**src/rtl/pixel_plot_arbiter.sv**
```systemverilog
// pixel_plot_arbiter: round-robin merge of two pixel streams onto one registered, clipped VGA write port.
// Defining PIXEL_ARB_STATS_EN adds 16-bit plotted/clipped pixel counters; otherwise both count ports read 0.
module pixel_plot_arbiter #(
  parameter logic [7:0] WIDTH  = 8'd160,
  parameter logic [7:0] HEIGHT = 8'd120
) (
  input  logic        clock,
  input  logic        resetn,
  input  logic        stall,
  input  logic        a_valid,
  input  logic [7:0]  a_x,
  input  logic [7:0]  a_y,
  input  logic [2:0]  a_colour,
  output logic        a_ready,
  input  logic        b_valid,
  input  logic [7:0]  b_x,
  input  logic [7:0]  b_y,
  input  logic [2:0]  b_colour,
  output logic        b_ready,
  output logic [7:0]  out_x,
  output logic [7:0]  out_y,
  output logic [2:0]  out_colour,
  output logic        plot,
  output logic [15:0] plotted_count,
  output logic [15:0] clipped_count
);

  typedef enum logic {PTR_A = 1'b0, PTR_B = 1'b1} ptr_t;

  ptr_t       ptr_r;
  ptr_t       ptr_nxt_s;
  logic       a_ready_s;
  logic       b_ready_s;
  logic       xfer_a_s;
  logic       xfer_b_s;
  logic       xfer_s;
  logic       in_frame_s;
  logic [7:0] sel_x_s;
  logic [7:0] sel_y_s;
  logic [2:0] sel_colour_s;
  logic [7:0] out_x_r;
  logic [7:0] out_y_r;
  logic [2:0] out_colour_r;
  logic       plot_r;

  // Grant: lone valid channel wins, contention goes to the pointer; reset and stall block all grants
  always_comb begin
    a_ready_s = 1'b0;
    b_ready_s = 1'b0;
    if (!resetn || stall) begin
      a_ready_s = 1'b0;
      b_ready_s = 1'b0;
    end else begin
      case ({a_valid, b_valid})
        2'b10: a_ready_s = 1'b1;
        2'b01: b_ready_s = 1'b1;
        2'b11: begin
          a_ready_s = (ptr_r == PTR_A);
          b_ready_s = (ptr_r == PTR_B);
        end
        default: begin
          a_ready_s = 1'b0;
          b_ready_s = 1'b0;
        end
      endcase
    end
  end

  assign a_ready  = a_ready_s;
  assign b_ready  = b_ready_s;
  assign xfer_a_s = a_valid & a_ready_s;
  assign xfer_b_s = b_valid & b_ready_s;
  assign xfer_s   = xfer_a_s | xfer_b_s;

  // Select the transferring pixel and hand priority to the other channel
  always_comb begin
    ptr_nxt_s    = ptr_r;
    sel_x_s      = a_x;
    sel_y_s      = a_y;
    sel_colour_s = a_colour;
    if (xfer_b_s) begin
      ptr_nxt_s    = PTR_A;
      sel_x_s      = b_x;
      sel_y_s      = b_y;
      sel_colour_s = b_colour;
    end else if (xfer_a_s) begin
      ptr_nxt_s    = PTR_B;
      sel_x_s      = a_x;
      sel_y_s      = a_y;
      sel_colour_s = a_colour;
    end else begin
      ptr_nxt_s    = ptr_r;
      sel_x_s      = a_x;
      sel_y_s      = a_y;
      sel_colour_s = a_colour;
    end
  end

  assign in_frame_s = (sel_x_s < WIDTH) && (sel_y_s < HEIGHT);

  // Priority pointer register
  always_ff @(posedge clock or negedge resetn) begin
    if (!resetn) begin
      ptr_r <= PTR_A;
    end else begin
      ptr_r <= ptr_nxt_s;
    end
  end

  // Output register: clipped pixels still load the data but never raise plot
  always_ff @(posedge clock or negedge resetn) begin
    if (!resetn) begin
      out_x_r      <= 8'd0;
      out_y_r      <= 8'd0;
      out_colour_r <= 3'd0;
      plot_r       <= 1'b0;
    end else if (xfer_s) begin
      out_x_r      <= sel_x_s;
      out_y_r      <= sel_y_s;
      out_colour_r <= sel_colour_s;
      plot_r       <= in_frame_s;
    end else begin
      plot_r       <= 1'b0;
    end
  end

  assign out_x      = out_x_r;
  assign out_y      = out_y_r;
  assign out_colour = out_colour_r;
  assign plot       = plot_r;

`ifdef PIXEL_ARB_STATS_EN
  logic        clip_r;
  logic [15:0] plotted_r;
  logic [15:0] clipped_r;

  // Counters advance in the cycle the pixel occupies the output register
  always_ff @(posedge clock or negedge resetn) begin
    if (!resetn) begin
      clip_r    <= 1'b0;
      plotted_r <= 16'd0;
      clipped_r <= 16'd0;
    end else begin
      clip_r    <= xfer_s & ~in_frame_s;
      plotted_r <= plotted_r + {15'd0, plot_r};
      clipped_r <= clipped_r + {15'd0, clip_r};
    end
  end

  assign plotted_count = plotted_r;
  assign clipped_count = clipped_r;
`else
  assign plotted_count = 16'd0;
  assign clipped_count = 16'd0;
`endif

endmodule

```
**config.mk**
```make
export PLATFORM = sky130hd
export DESIGN_NAME = pixel_plot_arbiter
export DESIGN_NICKNAME = d
export VERILOG_FILES = /design/src/rtl/pixel_plot_arbiter.sv
export SDC_FILE = /design/constraint.sdc
export NUM_CORES = 1
export LEC_CHECK = 0
export ABC_AREA = 1
export BUFFER_PORTS_ARGS = -buffer_cell sky130_fd_sc_hd__buf_2
export CAP_MARGIN = 20
export CORE_ASPECT_RATIO = 0.6
export CORE_UTILIZATION = 44
export CTS_CLUSTER_DIAMETER = 80
export CTS_CLUSTER_SIZE = 8
export DETAILED_ROUTE_END_ITERATION = 16
export GPL_TIMING_DRIVEN = 0
export MAX_ROUTING_LAYER = met4
export PLACE_DENSITY = 0.9
export SETUP_SLACK_MARGIN = 0.05
export SYNTH_ARGS = -nofsm -noshare
export SYNTH_HDL_FRONTEND = slang
export SYNTH_SLANG_ARGS = --single-unit
```
**constraint.sdc**
```tcl
create_clock -name clock -period 2.47 [get_ports clock]
set_clock_uncertainty 0.05 [all_clocks]
set_input_delay 0.247 -clock clock [delete_from_list [all_inputs] [get_ports clock]]
set_output_delay 0.247 -clock clock [all_outputs]
set_load 0.02 [all_outputs]
```
Word-level counts from Yosys, hierarchy flattened
Index checks and enable logic that the tools add are counted.
{"block": "classes", "order_cmp": 2, "eq_ne": 3, "muxes": 10, "n_bitwise": 4, "n_reduce_logical": 4}
{"operator": "8-bit 2-to-1 mux", "count": 2}
{"operator": "8-bit by 7-bit less-than comparator with 1-bit output, second input constant", "count": 1}
{"operator": "8-bit less-than comparator, second input constant", "count": 1}
{"operator": "1-bit 2-to-1 mux", "count": 5}
{"operator": "2-bit equality test, second input constant", "count": 2}
{"operator": "1-bit case mux with 2 select lines", "count": 2}
{"operator": "3-bit 2-to-1 mux", "count": 1}
{"operator": "1-bit AND", "count": 2}
{"operator": "2-bit by 1-bit equality test with 1-bit output, second input constant", "count": 1}
{"operator": "2-bit nonzero test", "count": 1}
{"operator": "1-bit logical AND", "count": 1}
{"operator": "1-bit logical NOT", "count": 1}
{"operator": "1-bit logical OR", "count": 1}
{"operator": "1-bit inverter", "count": 1}
{"operator": "1-bit OR", "count": 1}
{"block": "totals", "register_bits": 21, "out_inout_bits": 54, "wordCells": 28}

Depth between registers and ports, before layout
{"block": "depth", "depth_word": 8, "depth_mapped": 11, "mapped_depth_nobuf": 10}

Least setup slack after synthesis
OpenSTA, ideal clock, no wires.
{"block": "synth_timing", "path_type": "register to register", "start": "register ptr_r", "end": "register plot_r (netlist: plot)", "setup_ns": 0.117, "t_arrival_ns": 1.046, "t_required_ns": 2.303, "path_slack_ns": 1.257, "stages_incl_launch_ff": 10, "n_path_buf": 1, "synth_period_minus_slack_ns": 1.213, "cell_sequence": "dfrtp_1 nand2_1 nand2_4 nand2_4 buf_6 nand2_1 nand2_1 nand2_1 nor2_1 nor2_1"}
{"block": "synth_between", "elab_chain_cells": 7}
{"element": "start: declaration", "line": "30", "source": "ptr_t ptr_r;"}
{"element": "start signal: assignment", "line": "106", "source": "ptr_r <= ptr_nxt_s;"}
{"element": "1-bit case mux with 2 select lines", "line": "54", "source": "case ({a_valid, b_valid})"}
{"element": "1-bit 2-to-1 mux", "line": "50", "source": "if (!resetn || stall) begin"}
{"element": "1-bit AND", "line": "72", "source": "assign xfer_b_s = b_valid & b_ready_s;"}
{"element": "8-bit 2-to-1 mux", "line": "81", "source": "if (xfer_b_s) begin"}
{"element": "8-bit less-than comparator / 8-bit by 7-bit less-than comparator with 1-bit output (equally long branches)", "line": "99", "source": "assign in_frame_s = (sel_x_s < WIDTH) && (sel_y_s < HEIGHT);"}
{"element": "1-bit logical AND", "line": "99"}
{"element": "1-bit 2-to-1 mux (*)", "line": "117", "source": "end else if (xfer_s) begin"}
{"element": "end signal: assignment", "line": "121", "source": "plot_r <= in_frame_s;"}
{"element": "end: declaration", "line": "44", "source": "logic plot_r;"}
Mark *: on every way between the ends. The rest lies on a longest branch, timed or not.
A chain may end at the register's enable or synchronous reset.

Worst setup path in the final report
{"block": "layout_timing", "start": "register ptr_r", "end": "output port b_ready"}
{"block": "layout_between", "elab_chain_cells": 2}
{"element": "1-bit case mux with 2 select lines", "line": "54"}
{"element": "1-bit 2-to-1 mux", "line": "50"}
{"element": "end: declaration", "line": "19", "source": "output logic b_ready,"}
Every way passes these cells.

==> run metrics <==
vias in the first global route=roughly 1.1k; Post-CTS Setup Inserts=0; sequential fraction of the synthesis area=0.393; Final Cell Area=1880 um2; drt first pass iters=4; Total Die Area=between 3000 and 4000 um2; Avg WL per Cell=10.1 um; H-tree Lvls=1; CTS Buffer Depth=2; final setup violation count=0; Hold Violations, Final=0; Post-DP Area=roughly 1800 um2; setup slack, reg-to-reg=approximately 1100 ps; CTS tree=yes; DP Cell Count=306; Slowest cell on crit path=dfrtp_1; Initial Utilization=0.465; Yosys top cell by area=dfrtp_1; overall power=about 1.2 mW; max_slew headroom=0.364; Core Box Area=around 2900 um2; share of layout cells above drive strength 1=0.420; Setup TNS=0 ps; CP endpoint kind=output port; crit start category=flip-flop; fin crit period=between 1500 and 2000 ps; Static Leak=roughly 1.1 nW; CTS Root Cell=clkbuf_8; MaxCap Viol Count=0; multi-input logic area=593 um2; first-pass GRT wire length=between 5000 and 6000 um; RePlAce Congestion=between 0.8 and 0.9; Min-Delay Path Class=primary input to flip-flop; max-slew violations=0; grt total ovfl=0; required time of the critical path=2170 ps; top cell type's share of synthesized area=0.393; Synth warnings=0; most used cell, CP=nand2_4; fmax=581 MHz; Post-Route WL=roughly 3100 um; DRT iter0 DRCs=35; final worst path period share=0.697; Mapped Area=about 1300 um2; Storage cell area=about 530 um2; final core occ=0.655; critical path, cell by cell=nand2_1 > nand2_4 > nand2_4 > inv_2 > buf_4 > buf_2; fin worst setup slack=750 ps; worst-path maximum fanout=10; Die X=between 70 and 80 um; Buffers & Inverters on Critical Path=3; clock-pin transition on the worst setup and hold timing paths=70 ps; WHS=just under 200 ps; worst slew pin tran=951 ps; pre-CTS WS=506 ps; CP Class=flip-flop to output port; synth unique cells=18; clk_lat worst skew=250 ps; CP max stage delay=between 300 and 400 ps; initial antenna violation count=0; Fillers=261; Die H=44.7 um; Final HPWL DP=roughly 2600 um; largest cells by area after synthesis=dfrtp_1 39%, buf_4 19%, nand2_1 11%, nor2_1 6.2%, o21ai_0 4.9%; I/O pin total=97; crit path DAT=around 1400 ps; Non-Filler Instances=311; TritonCTS buffer count=3; std cell rows=15; area grow syn2layout=40.7%; status=finished, final reports clean; mean post-synth cell area=7.91 um2; CP delay by family, top=buffers and inverters; count of input and output buffers=64; P per Cell Area=approximately 640 nW/um2; Mapped Cells=169; antenna-violating nets left=0; Layout Nets=roughly 310; RSZ-0062 raised after global routing=no; vias per cell=4.11; post-cts resize count=0; routed via count=roughly 1.3k; number of diodes=0; TritonCTS Sinks=21; maximum VDD drop=around 0.0004 V; register bit total from synthesis=21; Total GRT Usage=0.209; largest net degree at the start of global routing=22; Post-route DRC=0
-- metal layers --
metal	wire length [um]	global-route usage	vias to the layer above
met4	0	0.0118	0
li1	-	-	672
met3	200	0.0501	0
met5	0	-	-
met1	1430	0.267	562
met2	1510	0.356	45
-- final timing paths --
path | startpoint | end | depth (start not counted)
worst min register to register | out_x[5] | out_x[5] | 2
worst min-delay path | a_colour[2] | out_colour[2] | 3
min in group asynchronous | resetn | out_y[5] | 2
worst max-delay path | ptr_r | b_ready | 6
worst max register to register | ptr_r | plot | 9
max in group asynchronous | resetn | out_x[5] | 2
-- cell usage in the layout (no fill, tap or decap) --
master,netlist,final
nor2_2,1,1
buf_4,33,33
nand2_2,1,1
dfrtp_1,21,21
inv_1,6,6
o21ai_0,13,13
nand2_4,2,2
nand3b_1,1,1
buf_2,0,64
nand3_1,4,4
inv_2,2,2
buf_6,5,5
conb_1,1,32
a31oi_1,5,5
clkbuf_1,0,1
o21ai_1,11,11
nor2_8,1,1
nand3_2,1,1
clkbuf_8,0,3
nand2_1,39,39
nor2_1,22,22
dlygate4sd3_1,0,1
-- synthesized netlist by cell type --
master / n
dfrtp_1: 21
buf_4: 33
a31oi_1: 5
nor2_2: 1
nand3b_1: 1
o21ai_1: 11
nand3_2: 1
conb_1: 1
nor2_1: 22
nand2_4: 2
nand2_1: 39
nand3_1: 4
nand2_2: 1
inv_1: 6
inv_2: 2
o21ai_0: 13
buf_6: 5
nor2_8: 1
-- worst register-to-register path: stages, from the launching register on --
cell and delay (ps):
dfrtp_1 380, nand2_1 140, nand2_4 100, nand2_4 80, buf_6 140, nand2_1 80, nand2_1 70, nand2_1 60
nor2_1 120, nor2_1 60
-- sequential cells by signal, indices dropped and copies added (netlist names) --
register / cells
ptr_r: 1
out_x: 8
out_y: 8
plot: 1
out_colour: 3
-- power breakdown --
group / internal [mW] / switching [mW] / total [mW]
clock network: 0.115 / 0.102 / 0.217
logic: 0.194 / 0.316 / 0.511
registers: 0.434 / 0.0426 / 0.476
total: 0.743 / 0.461 / 1.20
-- logic make-up (layout without fill, tap and decap cells) --
group / Yosys count / in the layout / share of synthesized area
other: 1 / 32 / 0.00281
AND/OR/NAND/NOR: 72 / 72 / 0.241
flip-flops: 21 / 21 / 0.393
AO/OA/AOI/OAI: 29 / 29 / 0.113
buffers and inverters: 46 / 115 / 0.250
-- layout make-up --
class                      instances  area share
multi-input combinational        133       0.315
sequential                        21       0.279
inverter                           8      0.0160
timing repair buffer              65       0.176
clock buffer                       4      0.0240
buffer                            38       0.162
tap                               42      0.0279
-- what timing repair did --
action,in CTS,in global routing
hold buffers,1,0
endpoints found under the hold margin,21,0
setup endpoints to repair,0,0
(Power assumes the default switching activity.)
